### src/rtl/fifo_pkg.sv
// Shared helpers for the parametrised register-file FIFO: widths, pointer
// wrapping and a sanity check on the programmable level parameters.
package fifo_pkg;

  function automatic int unsigned fn_width(input int unsigned n);
    return (n <= 1) ? 1 : $clog2(n);
  endfunction

  // Explicit wrap at depth-1 so non-power-of-two depths index correctly.
  function automatic int unsigned fn_wrap_inc(input int unsigned ptr, input int unsigned depth);
    return (ptr == depth - 1) ? 0 : ptr + 1;
  endfunction

  function automatic bit fn_levels_ok(input int unsigned ae, input int unsigned af,
                                      input int unsigned depth);
    return (ae < af) && (af <= depth);
  endfunction

endpackage

### src/rtl/fifo_regfile.sv
// Storage array: synchronous write, combinational (show-ahead) read, no reset.
module fifo_regfile
  import fifo_pkg::*;
#(
  parameter int unsigned pBITS  = 8,
  parameter int unsigned pDEPTH = 6
) (
  input  logic                          iclk,
  input  logic                          i_we,
  input  logic [fn_width(pDEPTH)-1:0]   i_waddr,
  input  logic [pBITS-1:0]              i_wdata,
  input  logic [fn_width(pDEPTH)-1:0]   i_raddr,
  output logic [pBITS-1:0]              o_rdata
);

  logic [pBITS-1:0] r_mem [pDEPTH];

  always_ff @(posedge iclk) begin
    if (i_we) r_mem[i_waddr] <= i_wdata;
  end

  assign o_rdata = r_mem[i_raddr];

endmodule

### src/rtl/fifo_param_lvl.sv
// Single-clock FIFO with arbitrary depth, exact fill count, registered
// almost-full/almost-empty flags, sticky overflow/underflow and a sync flush.
module fifo_param_lvl
  import fifo_pkg::*;
#(
  parameter int unsigned pBITS     = 8,
  parameter int unsigned pDEPTH    = 6,
  parameter int unsigned pAF_LEVEL = 5,
  parameter int unsigned pAE_LEVEL = 1
) (
  input  logic                         iclk,
  input  logic                         ireset,
  input  logic                         iflush,
  input  logic                         iclr_err,
  input  logic                         iwr,
  input  logic [pBITS-1:0]             iw_data,
  input  logic                         ird,
  output logic [pBITS-1:0]             or_data,
  output logic                         oempty,
  output logic                         ofull,
  output logic                         oalmost_empty,
  output logic                         oalmost_full,
  output logic [$clog2(pDEPTH+1)-1:0]  ocount,
  output logic                         ooverflow,
  output logic                         ounderflow
);

  localparam int unsigned PW = fn_width(pDEPTH);
  localparam int unsigned CW = $clog2(pDEPTH + 1);
  localparam bit LEVELS_OK = fn_levels_ok(pAE_LEVEL, pAF_LEVEL, pDEPTH);

  generate
    if (!LEVELS_OK) begin : g_bad_levels
      $error("fifo_param_lvl: need pAE_LEVEL < pAF_LEVEL <= pDEPTH");
    end
  endgenerate

  logic [PW-1:0] r_wptr, r_rptr;
  logic [CW-1:0] r_count;
  logic          r_empty, r_full, r_aempty, r_afull, r_ovf, r_udf;

  logic          w_wr_acc, w_rd_acc, w_we, w_ovf_evt, w_udf_evt;
  logic [CW-1:0] w_count_nxt;
  logic [PW-1:0] w_wptr_inc, w_rptr_inc;

  // A write into a full FIFO is accepted when a read frees the head slot.
  assign w_wr_acc    = iwr & (~r_full | ird);
  assign w_rd_acc    = ird & ~r_empty;
  assign w_we        = w_wr_acc & ~iflush;
  assign w_ovf_evt   = iwr & ~w_wr_acc & ~iflush;
  assign w_udf_evt   = ird & r_empty & ~iflush;
  assign w_count_nxt = r_count + CW'(w_wr_acc) - CW'(w_rd_acc);
  assign w_wptr_inc  = PW'(fn_wrap_inc(32'(r_wptr), pDEPTH));
  assign w_rptr_inc  = PW'(fn_wrap_inc(32'(r_rptr), pDEPTH));

  fifo_regfile #(
    .pBITS (pBITS),
    .pDEPTH(pDEPTH)
  ) u_regfile (
    .iclk   (iclk),
    .i_we   (w_we),
    .i_waddr(r_wptr),
    .i_wdata(iw_data),
    .i_raddr(r_rptr),
    .o_rdata(or_data)
  );

  always_ff @(posedge iclk or posedge ireset) begin
    if (ireset) begin
      r_wptr   <= '0;
      r_rptr   <= '0;
      r_count  <= '0;
      r_empty  <= 1'b1;
      r_full   <= 1'b0;
      r_aempty <= 1'b1;
      r_afull  <= (pAF_LEVEL == 0);
      r_ovf    <= 1'b0;
      r_udf    <= 1'b0;
    end else begin
      r_ovf <= w_ovf_evt | (r_ovf & ~iclr_err);
      r_udf <= w_udf_evt | (r_udf & ~iclr_err);
      if (iflush) begin
        r_wptr   <= '0;
        r_rptr   <= '0;
        r_count  <= '0;
        r_empty  <= 1'b1;
        r_full   <= 1'b0;
        r_aempty <= 1'b1;
        r_afull  <= (pAF_LEVEL == 0);
      end else begin
        if (w_wr_acc) r_wptr <= w_wptr_inc;
        if (w_rd_acc) r_rptr <= w_rptr_inc;
        r_count  <= w_count_nxt;
        r_empty  <= (w_count_nxt == '0);
        r_full   <= (w_count_nxt == CW'(pDEPTH));
        r_aempty <= (w_count_nxt <= CW'(pAE_LEVEL));
        r_afull  <= (w_count_nxt >= CW'(pAF_LEVEL));
      end
    end
  end

  assign oempty        = r_empty;
  assign ofull         = r_full;
  assign oalmost_empty = r_aempty;
  assign oalmost_full  = r_afull;
  assign ocount        = r_count;
  assign ooverflow     = r_ovf;
  assign ounderflow    = r_udf;

endmodule

### config.mk
export PLATFORM = sky130hd
export DESIGN_NAME = fifo_param_lvl
export DESIGN_NICKNAME = d
export VERILOG_FILES = /design/src/rtl/fifo_pkg.sv /design/src/rtl/fifo_regfile.sv /design/src/rtl/fifo_param_lvl.sv
export SDC_FILE = /design/constraint.sdc
export NUM_CORES = 1
export LEC_CHECK = 0
export BUFFER_PORTS_ARGS = -buffer_cell sky130_fd_sc_hd__buf_2
export CORE_MARGIN = 8
export CORE_UTILIZATION = 45
export CTS_CLUSTER_DIAMETER = 200
export CTS_CLUSTER_SIZE = 14
export DETAILED_ROUTE_END_ITERATION = 7
export GPL_TIMING_DRIVEN = 0
export PLACE_DENSITY = 0.67
export SLEW_MARGIN = 0
export SYNTH_ARGS = -nofsm -noshare
export SYNTH_HDL_FRONTEND = slang
export SYNTH_SLANG_ARGS = --single-unit
export TNS_END_PERCENT = 10
### constraint.sdc
create_clock -name iclk -period 1.83 [get_ports iclk]
set_input_delay 0.0915 -clock iclk [delete_from_list [all_inputs] [get_ports iclk]]
set_output_delay 0.0915 -clock iclk [all_outputs]
set_load 0.005 [all_outputs]
==> run_results.csv, run 1 <==
group,metric,value,unit
grt,grt_usage,13.2,%
setup_path,crit_path_start_kind,"register",
detailed_routing,first_iter_violations,81,
finish,final_core_util,61.9,%
synth,synth_compound_area_share,2.45,%
worst_hold_path,hp-start,"iw_data[7]",
cts,htree_levels,3,
sta,clock.fmax,498,MHz
synth,synthAdderAreaFrac,1.73,%
grt,grt_pass1_vias,1599,
finish,fin_area,0.00343,mm^2
sta,slew-limit-headroom,51.8,%
die,fp.dieH,92.1,um
detailed_routing,drc,0,
detailed_routing,first_pass_iters,4,
power_and_ir_drop,p_total,4.01,mW
cts,cts_tree,"done",
detailed_routing,vias,1512,
cts,clk_pin_slew,0.07,ns
detailed_routing,wl_per_cell,18.3,um
sta,hold_violations,0,
finish,diodes,0,
cts,cts_sinks,63,
placed_design,gp_routability_congestion,0.824,
placed_design,io_buffers,29,
grt,grt_pass1_wl,8310,um
placed_design,pre_cts_ws,-0.415,ns
die,start_util,47.0,%
setup_path,reg2reg_depth,8,
cts,numCtsBuffers,9,
run,cap_violations,0,
run_status,violations,"negative setup slack",
finish,fin_nets,231,
synth,syn_inst,149,
power_and_ir_drop,vdd_drop_max,0.000594,V
setup_path,startpoint,"r_rptr[1]$_DFFE_PP0P_",
grt,antenna_found_initial,0,
synth,syn_area_per_cell,17.5,um^2
finish,drive_gt1_share,48.9,%
placed_design,place_area,0.00291,mm^2
synth,muxShareOfSynthArea,14.9,%
setup_path,crit_fanout,10,
setup_path,end_kind,"primary output",
sta,tns,-2.52,ns
finish,seqCellArea,0.00182,mm^2
synth,syn_area,0.00260,mm^2
synth,synth_xor_area_share,1.20,%
power_and_ir_drop,powerDensity,1170,mW/mm^2
setup_path,worstSetupPathType,"reg -> out",
sta,rsz0062_at_grt,"yes",
setup_path,r2r-start,"oempty$_DFF_PP1_",
sta,fin_crit_sh,110,%
die,num_rows,27,
grt,grt_overflow_total,0,
sta,timing.hold.ws,0.0169,ns
synth,syn_nets,166,
die,dieArea,0.00847,mm^2
synth,synthTopCellsByArea,"edfxtp_1 55%, dfrtp_1 13%, mux4_2 6.9%",
power_and_ir_drop,cellLeakagePower,1.28,nW
sta,fin_ws,-0.176,ns
synth,synth.distinct_cells,33,
die,die_w,92.1,um
detailed_routing,antenna_left,0,
sta,fin_crit,2.01,ns
die,ios,31,
cts,clk_latency,0.33,ns
sta,maxSlewViolCount,0,
synth,synth_top_area_share,55.4,%
finish,multi_input_area,840,um^2
finish,final_cells,291,
worst_hold_path,hp-class,"in -> reg",
cts,cts_root_buf,"clkbuf_8",
synth,yosysWarnings,0,
cts,clockBufferDepth,2,
setup_path,r2r_slack,-0.15,ns
setup_path,cp.required,1.74,ns
worst_hold_path,min_path_cells,1,
placed_design,place_hpwl,3500,um
grt,grt_max_degree,16,
sta,setup_viol,26,
synth,synth_top_family_by_area,"multiplexers",
synth,ys_seq_area_share,69.9,%
run_status,status,"finished with violations",
synth,yosysTopAreaCell,"edfxtp_1",
sta,worstMarginPinSlew,0.722,ns
finish,area_growth,31.7,%
synth,synth_seq_cells,63,
sta,fin_skew,0.0111,ns
setup_path,critPathArrivalTime,1.91,ns
detailed_routing,routed_wl,5310,um
placed_design,dp_cells,255,
detailed_routing,vias_per_cell,5.20,
die,core,0.00554,mm^2
synth,yosys.area_share.simple,6.78,%
finish,fillers,412,
## power by group
part	internal (mW)	switching, mW	leakage [nW]
combinational	0.506	0.440	0.533
clock	0.840	0.491	0.114
sequential	1.66	0.0673	0.631
total	3.01	0.998	1.28
## layout make-up
| type | instances | share of cell area (%) |
|---|---|---|
| sequential | 63 | 53.1 |
| clock buffer | 13 | 4.64 |
| tap | 72 | 2.63 |
| timing repair buffer | 54 | 10.8 |
| buffer | 7 | 1.57 |
| inverter | 7 | 0.840 |
| clock inverter | 3 | 1.90 |
| multi-input combinational | 72 | 24.5 |
## synthesized netlist by cell type
library cell / count
nor3_1: 1
a21oi_1: 5
nor4b_1: 2
mux4_2: 8
nand3b_1: 1
nand2_1: 5
edfxtp_1: 48
dfstp_2: 2
buf_4: 1
clkbuf_1: 3
nand4_1: 1
nand2b_1: 3
inv_1: 7
xnor3_1: 1
nor4_1: 4
nor2_1: 7
a31o_2: 1
o32ai_1: 1
or3b_1: 1
fa_1: 1
buf_6: 1
mux2_2: 9
o22ai_1: 1
or3_1: 3
nand3_1: 1
xnor2_1: 1
nor2b_1: 3
buf_12: 1
ha_1: 2
dfrtp_1: 13
buf_1: 1
o21ai_0: 3
mux2_4: 7
## cell families (layout without fill, tap and decap cells)
logic type / Yosys count / count (layout)
and+or+nand+nor: 32 / 32
xor gates and xnor gates: 2 / 2
adders and majority gates: 3 / 3
buffers and inverters: 14 / 84
muxes: 24 / 24
AOI/OAI and AO/OA: 11 / 11
DFF: 63 / 63
## worst max-delay path, stage by stage (launching register included)
cell and delay (ns):
dfrtp_1 0.38, buf_6 0.14, buf_12 0.15, mux2_4 0.29, mux4_2 0.47, buf_2 0.15
## layer usage
layer  share of wire, %  routed length [um]  vias up  global-route usage, %
met5                  0                   0        -                      0
met4                2.1                 110        0                   6.85
met2                 55                2930       34                   23.6
met3                3.7                 195        9                   3.26
met1                 39                2080      770                   14.0
li1                   -                   -      699                      -
## sequential cells by signal (all words and copies together), names as in the netlist
| register | flops |
|---|---|
| r_wptr | 3 |
| ofull | 1 |
| ooverflow | 1 |
| u_regfile.r_mem | 48 |
| ounderflow | 1 |
| oempty | 1 |
| oalmost_full | 1 |
| ocount | 3 |
| oalmost_empty | 1 |
| r_rptr | 3 |
## cell usage in the layout (no fill, tap or decap), drive strengths merged, types with 2 or more instances in the layout
| master | synthesis | final |
|---|---|---|
| or3 | 3 | 3 |
| nor4 | 4 | 4 |
| nand2b | 3 | 3 |
| inv | 7 | 7 |
| edfxtp | 48 | 48 |
| mux4 | 8 | 8 |
| nor2b | 3 | 3 |
| mux2 | 16 | 16 |
| clkbuf | 3 | 16 |
| o21ai | 3 | 3 |
| dfstp | 2 | 2 |
| dfrtp | 13 | 13 |
| dlygate4sd3 | 0 | 9 |
| ha | 2 | 2 |
| a21oi | 5 | 5 |
| nand2 | 5 | 5 |
| buf | 4 | 49 |
| nor4b | 2 | 2 |
| nor2 | 7 | 7 |
| bufinv | 0 | 2 |
## path summary, 6_finish.rpt
| check | endpoint |
|---|---|
| max in group asynchronous | ocount[2]$_DFF_PP0_ |
| worst max-delay path | or_data[4] |
| worst max register to register | oempty$_DFF_PP1_ |
| worst min register to register | ooverflow$_DFF_PP0_ |
| worst min-delay path | u_regfile.r_mem[0][7]$_DFFE_PP_ |
| min in group asynchronous | r_rptr[1]$_DFFE_PP0P_ |
## what timing repair did
item,CTS,global route
setup buffers,10,1
hold buffers,9,0
hold endpoints to repair,52,0
pin swaps,7,2
gates resized for setup,16,6
gates cloned,0,0
setup endpoints to repair,50,49
(Power assumes the default switching activity.)
==> inputs of run 2 (changes only) <==
CTS_BUF_LIST = sky130_fd_sc_hd__clkbuf_2   (was unset)
PLACE_DENSITY = unset   (was 0.67)
PLACE_DENSITY_LB_ADDON = 0.1   (was unset)
==> run_results.csv, run 2 (synthesis gave the netlist of run 1 again) <==
group,metric,value,unit
run_status,status,"finished with violations",
run_status,violations,"negative setup slack",
die,fp.dieH,92.1,um
power_and_ir_drop,p_clk_share,26.6,%
sta,maxSlewViolCount,0,
cts,cts_root_buf,"clkbuf_2",
finish,area_growth,27.1,%
sta,setup_viol,13,
finish,top_register,"u_regfile.r_mem",
sta,tns,-2.85,ns
finish,largest_reg_flops,48,
finish,final_cells,291,
setup_path,crit_fanout,8,
setup_path,r2r-start,"ofull$_DFF_PP0_",
setup_path,crit_path_top_delay_cell,"mux4_2",
setup_path,cpLargestDelayFamily,"multiplexers",
detailed_routing,drc,0,
finish,fin_nets,231,
detailed_routing,vias,1535,
sta,timing.hold.ws,0.0469,ns
run,cap_violations,0,
cts,clockBufferDepth,2,
setup_path,cp.required,1.74,ns
worst_hold_path,hp-start,"ird",
setup_path,cp_num_buf_inv,3,
power_and_ir_drop,powerDensity,1060,mW/mm^2
power_and_ir_drop,vdd_drop_max,0.000586,V
setup_path,crit_path_max_incr_delay,0.47,ns
cts,cts_tree,"done",
grt,grt_max_degree,16,
die,start_util,47.0,%
setup_path,worstSetupPathType,"reg -> out",
power_and_ir_drop,sw_frac_of_total,26.9,%
placed_design,place_hpwl,3570,um
setup_path,end_kind,"primary output",
sta,fin_skew,0.0305,ns
finish,diodes,0,
sta,slew-limit-headroom,51.1,%
power_and_ir_drop,seqPwrFrac,48.7,%
detailed_routing,antenna_left,0,
setup_path,startpoint,"r_rptr[1]$_DFFE_PP0P_",
finish,final_core_util,59.7,%
detailed_routing,first_iter_violations,86,
worst_hold_path,hp-class,"in -> reg",
sta,worstMarginPinSlew,0.734,ns
power_and_ir_drop,pwr-share-comb,24.8,%
sta,fin_crit,2.12,ns
sta,clock.fmax,471,MHz
power_and_ir_drop,p_total,3.52,mW
die,num_rows,27,
detailed_routing,first_pass_iters,4,
grt,antenna_found_initial,0,
setup_path,crit_path_cell_trace,"buf_6, buf_12, mux2_4, mux4_2, buf_2",
sta,hold_violations,0,
grt,grt_usage,13.2,%
grt,grt_pass1_wl,8370,um
detailed_routing,vias_per_cell,5.27,
die,die_w,92.1,um
cts,numCtsBuffers,9,
detailed_routing,wl_per_cell,18.3,um
setup_path,crit_path_start_kind,"register",
placed_design,gp_routability_congestion,0.748,
cts,clk_pin_slew,0.16,ns
grt,grt_overflow_total,0,
finish,final_common_cell,"edfxtp_1",
die,dieArea,0.00847,mm^2
die,ios,31,
detailed_routing,routed_wl,5320,um
die,core,0.00554,mm^2
finish,drive_gt1_share,46.6,%
cts,cts_sinks,63,
cts,htree_levels,3,
power_and_ir_drop,switchingPower,0.947,mW
sta,fin_ws,-0.291,ns
finish,final_cell_mix,"48 x edfxtp_1, 28 x buf_2, 14 x buf_4, 13 x dfrtp_1",
power_and_ir_drop,cellLeakagePower,1.24,nW
placed_design,io_buffers,29,
grt,grt_pass1_vias,1623,
cts,clk_latency,0.47,ns
sta,fin_crit_sh,116,%
sta,rsz0062_at_grt,"yes",
setup_path,critPathArrivalTime,2.03,ns
placed_design,dp_cells,255,
power_and_ir_drop,p_int,2.57,mW
setup_path,r2r_slack,-0.24,ns
-- run 2: cell type report --
| type | count | area, um^2 |
|---|---|---|
| fill | 461 | 2230 |
| sequential | 63 | 1820 |
| multi-input combinational | 72 | 817 |
| timing repair buffer | 54 | 369 |
| tap | 72 | 90.1 |
| clock inverter | 5 | 75.1 |
| clock buffer | 11 | 55.1 |
| buffer | 7 | 55.1 |
| inverter | 7 | 26.3 |
-- run 2: worst paths after layout --
check	end	depth (start not counted)
max in group asynchronous	oempty$_DFF_PP1_	3
worst max register to register	ofull$_DFF_PP0_	8
worst min register to register	ooverflow$_DFF_PP0_	2
worst max-delay path	or_data[6]	5
min in group asynchronous	oalmost_full$_DFF_PP0_	3
worst min-delay path	r_rptr[2]$_DFFE_PP0P_	4
-- run 2: timing repair --
action,CTS,global route
resized for setup,12,5
hold buffers,12,0
hold endpoints to repair,64,0
gates cloned,0,0
endpoints found under the setup margin,41,39
pin swaps,4,1
buffers inserted,8,0
-- run 2: layer usage --
layer | global-route usage (%) | vias to the layer above | share of wire [%]
li1 | - | 704 | -
met5 | 0 | - | 0
met1 | 16.3 | 795 | 46
met4 | 6.04 | 0 | 1.6
met3 | 3.75 | 7 | 3.1
met2 | 20.9 | 29 | 50
-- run 2: through the flow --
stage,instance area [um^2],worst slack [ns]
3_5_place_dp,2910,-0.416
2_1_floorplan,2600,-0.187
5_1_grt,3310,-0.390
3_3_place_gp,2840,-1.12
4_1_cts,3280,-0.352
6_report,3310,-0.291
-- run 2: worst min-delay path: stages --
cell and delay, ns:
buf_2 0.12, nand3b_1 0.13, nand2_1 0.09, a21oi_1 0.06
-- run 2: power groups by stage --
stage / clock, mW / combinational, mW / sequential (mW)
final: 0.936 / 0.872 / 1.71
after global routing: 1.02 / 0.952 / 1.72
after CTS: 0.953 / 0.857 / 1.71
after detailed placement: 0 / 0.719 / 1.74
after global placement: 0 / 0.686 / 1.74
after floorplan: 0 / 0.467 / 1.74
==> inputs of run 3 (changes only) <==
RECOVER_POWER = 100   (was unset)
==> run_results.csv, run 3 (synthesis gave the netlist of run 1 again) <==
group,metric,value,unit
run_status,status,"finished with violations",
run_status,violations,"negative setup slack",
power_and_ir_drop,p_clk_share,26.8,%
grt,grt_pass1_wl,8370,um
detailed_routing,antenna_left,0,
detailed_routing,vias,1522,
setup_path,crit_path_start_kind,"register",
placed_design,io_buffers,29,
finish,fin_nets,231,
die,num_rows,27,
cts,cts_tree,"done",
setup_path,crit_fanout,8,
sta,fin_crit,2.12,ns
grt,grt_max_degree,16,
setup_path,crit_path_cell_trace,"buf_6, buf_12, mux2_4, mux4_2, buf_2",
cts,clockBufferDepth,2,
grt,grt_usage,13.2,%
grt,antenna_found_initial,0,
finish,final_cells,291,
setup_path,reg2reg_depth,8,
finish,drive_gt1_share,39.3,%
setup_path,critPathArrivalTime,2.03,ns
placed_design,pre_cts_ws,-0.416,ns
power_and_ir_drop,vdd_drop_max,0.000578,V
finish,final_cell_mix,"48 x edfxtp_1, 18 x clkbuf_1, 14 x buf_2, 13 x clkbuf_2, 13 x dfrtp_1",
sta,maxSlewViolCount,0,
sta,slew-limit-headroom,50.4,%
detailed_routing,wl_per_cell,18.2,um
cts,cts_sinks,63,
sta,setup_viol,18,
power_and_ir_drop,cellLeakagePower,1.18,nW
grt,grt_pass1_vias,1623,
setup_path,path_depth,5,
cts,htree_levels,3,
finish,final_common_cell,"edfxtp_1",
placed_design,dp_cells,255,
setup_path,crit_path_max_incr_delay,0.47,ns
placed_design,place_area,0.00291,mm^2
run,cap_violations,0,
setup_path,cp_num_buf_inv,3,
worst_hold_path,min_path_cells,4,
detailed_routing,routed_wl,5310,um
placed_design,gp_routability_congestion,0.748,
power_and_ir_drop,powerDensity,1070,mW/mm^2
cts,cts_root_buf,"clkbuf_2",
setup_path,cpLargestDelayFamily,"multiplexers",
detailed_routing,vias_per_cell,5.23,
detailed_routing,drc,0,
power_and_ir_drop,p_int,2.54,mW
die,start_util,47.0,%
grt,grt_overflow_total,0,
sta,clock.fmax,472,MHz
cts,numCtsBuffers,9,
die,core,0.00554,mm^2
sta,fin_skew,0.0314,ns
setup_path,crit_path_top_delay_cell,"mux4_2",
finish,area_growth,25.3,%
power_and_ir_drop,seqPwrFrac,49.2,%
die,ios,31,
finish,fin_area,0.00326,mm^2
setup_path,cp.required,1.74,ns
detailed_routing,first_pass_iters,4,
die,dieArea,0.00847,mm^2
sta,rsz0062_at_grt,"yes",
power_and_ir_drop,sw_frac_of_total,27.1,%
die,fp.dieH,92.1,um
cts,clk_latency,0.47,ns
placed_design,place_hpwl,3570,um
sta,worstMarginPinSlew,0.738,ns
power_and_ir_drop,switchingPower,0.944,mW
sta,hold_violations,0,
power_and_ir_drop,p_total,3.49,mW
finish,top_register,"u_regfile.r_mem",
worst_hold_path,hp-class,"in -> reg",
detailed_routing,first_iter_violations,83,
sta,fin_crit_sh,116,%
cts,clk_pin_slew,0.16,ns
setup_path,end_kind,"primary output",
finish,diodes,0,
die,die_w,92.1,um
finish,largest_reg_flops,48,
power_and_ir_drop,pwr-share-comb,24.1,%
sta,fin_ws,-0.290,ns
setup_path,worstSetupPathType,"reg -> out",
[run 3: cell count changes in the layout (fill, tap and decap cells not counted), sizes merged]
cell,change
clkbuf,+19
buf,-19
[run 3: power groups by stage]
stage	registers [mW]	clock network [mW]	logic, mW
after detailed placement	1.74	0	0.719
final	1.71	0.934	0.840
after global placement	1.74	0	0.686
after global routing	1.72	1.02	0.918
after floorplan	1.74	0	0.467
after CTS	1.71	0.953	0.857
[run 3: worst paths after layout]
kind	start	endpoint	slack (ns)
min reg2reg	ooverflow$_DFF_PP0_	ooverflow$_DFF_PP0_	0.55
max	r_rptr[1]$_DFFE_PP0P_	or_data[6]	-0.29
max reg2reg	ofull$_DFF_PP0_	ofull$_DFF_PP0_	-0.21
min in group asynchronous	ireset	oalmost_full$_DFF_PP0_	0.21
min	ird	r_rptr[2]$_DFFE_PP0P_	0.05
max in group asynchronous	ireset	r_rptr[1]$_DFFE_PP0P_	1.22
[run 3: timing repair]
item,in CTS,in global routing
hold buffers,12,0
resized for setup,12,5
pin swaps,4,1
setup endpoints to repair,41,39
setup buffers,8,0
endpoints found under the hold margin,64,0
[run 3: layout make-up]
class / count / area [um^2]
repair buffers: 54 / 345
well taps: 72 / 90.1
flip-flops and latches: 63 / 1820
clock inverters: 5 / 75.1
inverters: 7 / 26.3
multi-input cells: 72 / 800
plain buffers: 7 / 51.3
clock buffers: 11 / 55.1
fillers: 473 / 2280
[run 3: stage by stage]
step | hold slack, ns | setup TNS [ns] | util [%]
after floorplan | -0.00845 | -4.88 | -
after global placement | 0.150 | -44.52 | 51.2
after detailed placement | 0.189 | -5.74 | 52.6
after CTS | 0.0153 | -3.51 | 59.2
after global routing | 0.0261 | -6.21 | 58.9
final | 0.0538 | -2.83 | 58.9
[run 3: routing by layer]
metal  track usage (%)  share of wire, %  vias to the layer above
li1                  -                 -                      706
met2              20.9                50                       28
met1              16.3                45                      781
met5                 0                 0                        -
met4              6.04               1.6                        0
met3              3.75               3.1                        7
[run 3: worst reg2reg max path: cells and delay by family, from the launching register on]
kind          cells  cell delay, ns
fa+ha+maj         3            0.90
simple gates      3            0.52
buf+inv           2            0.10
flops             1            0.43
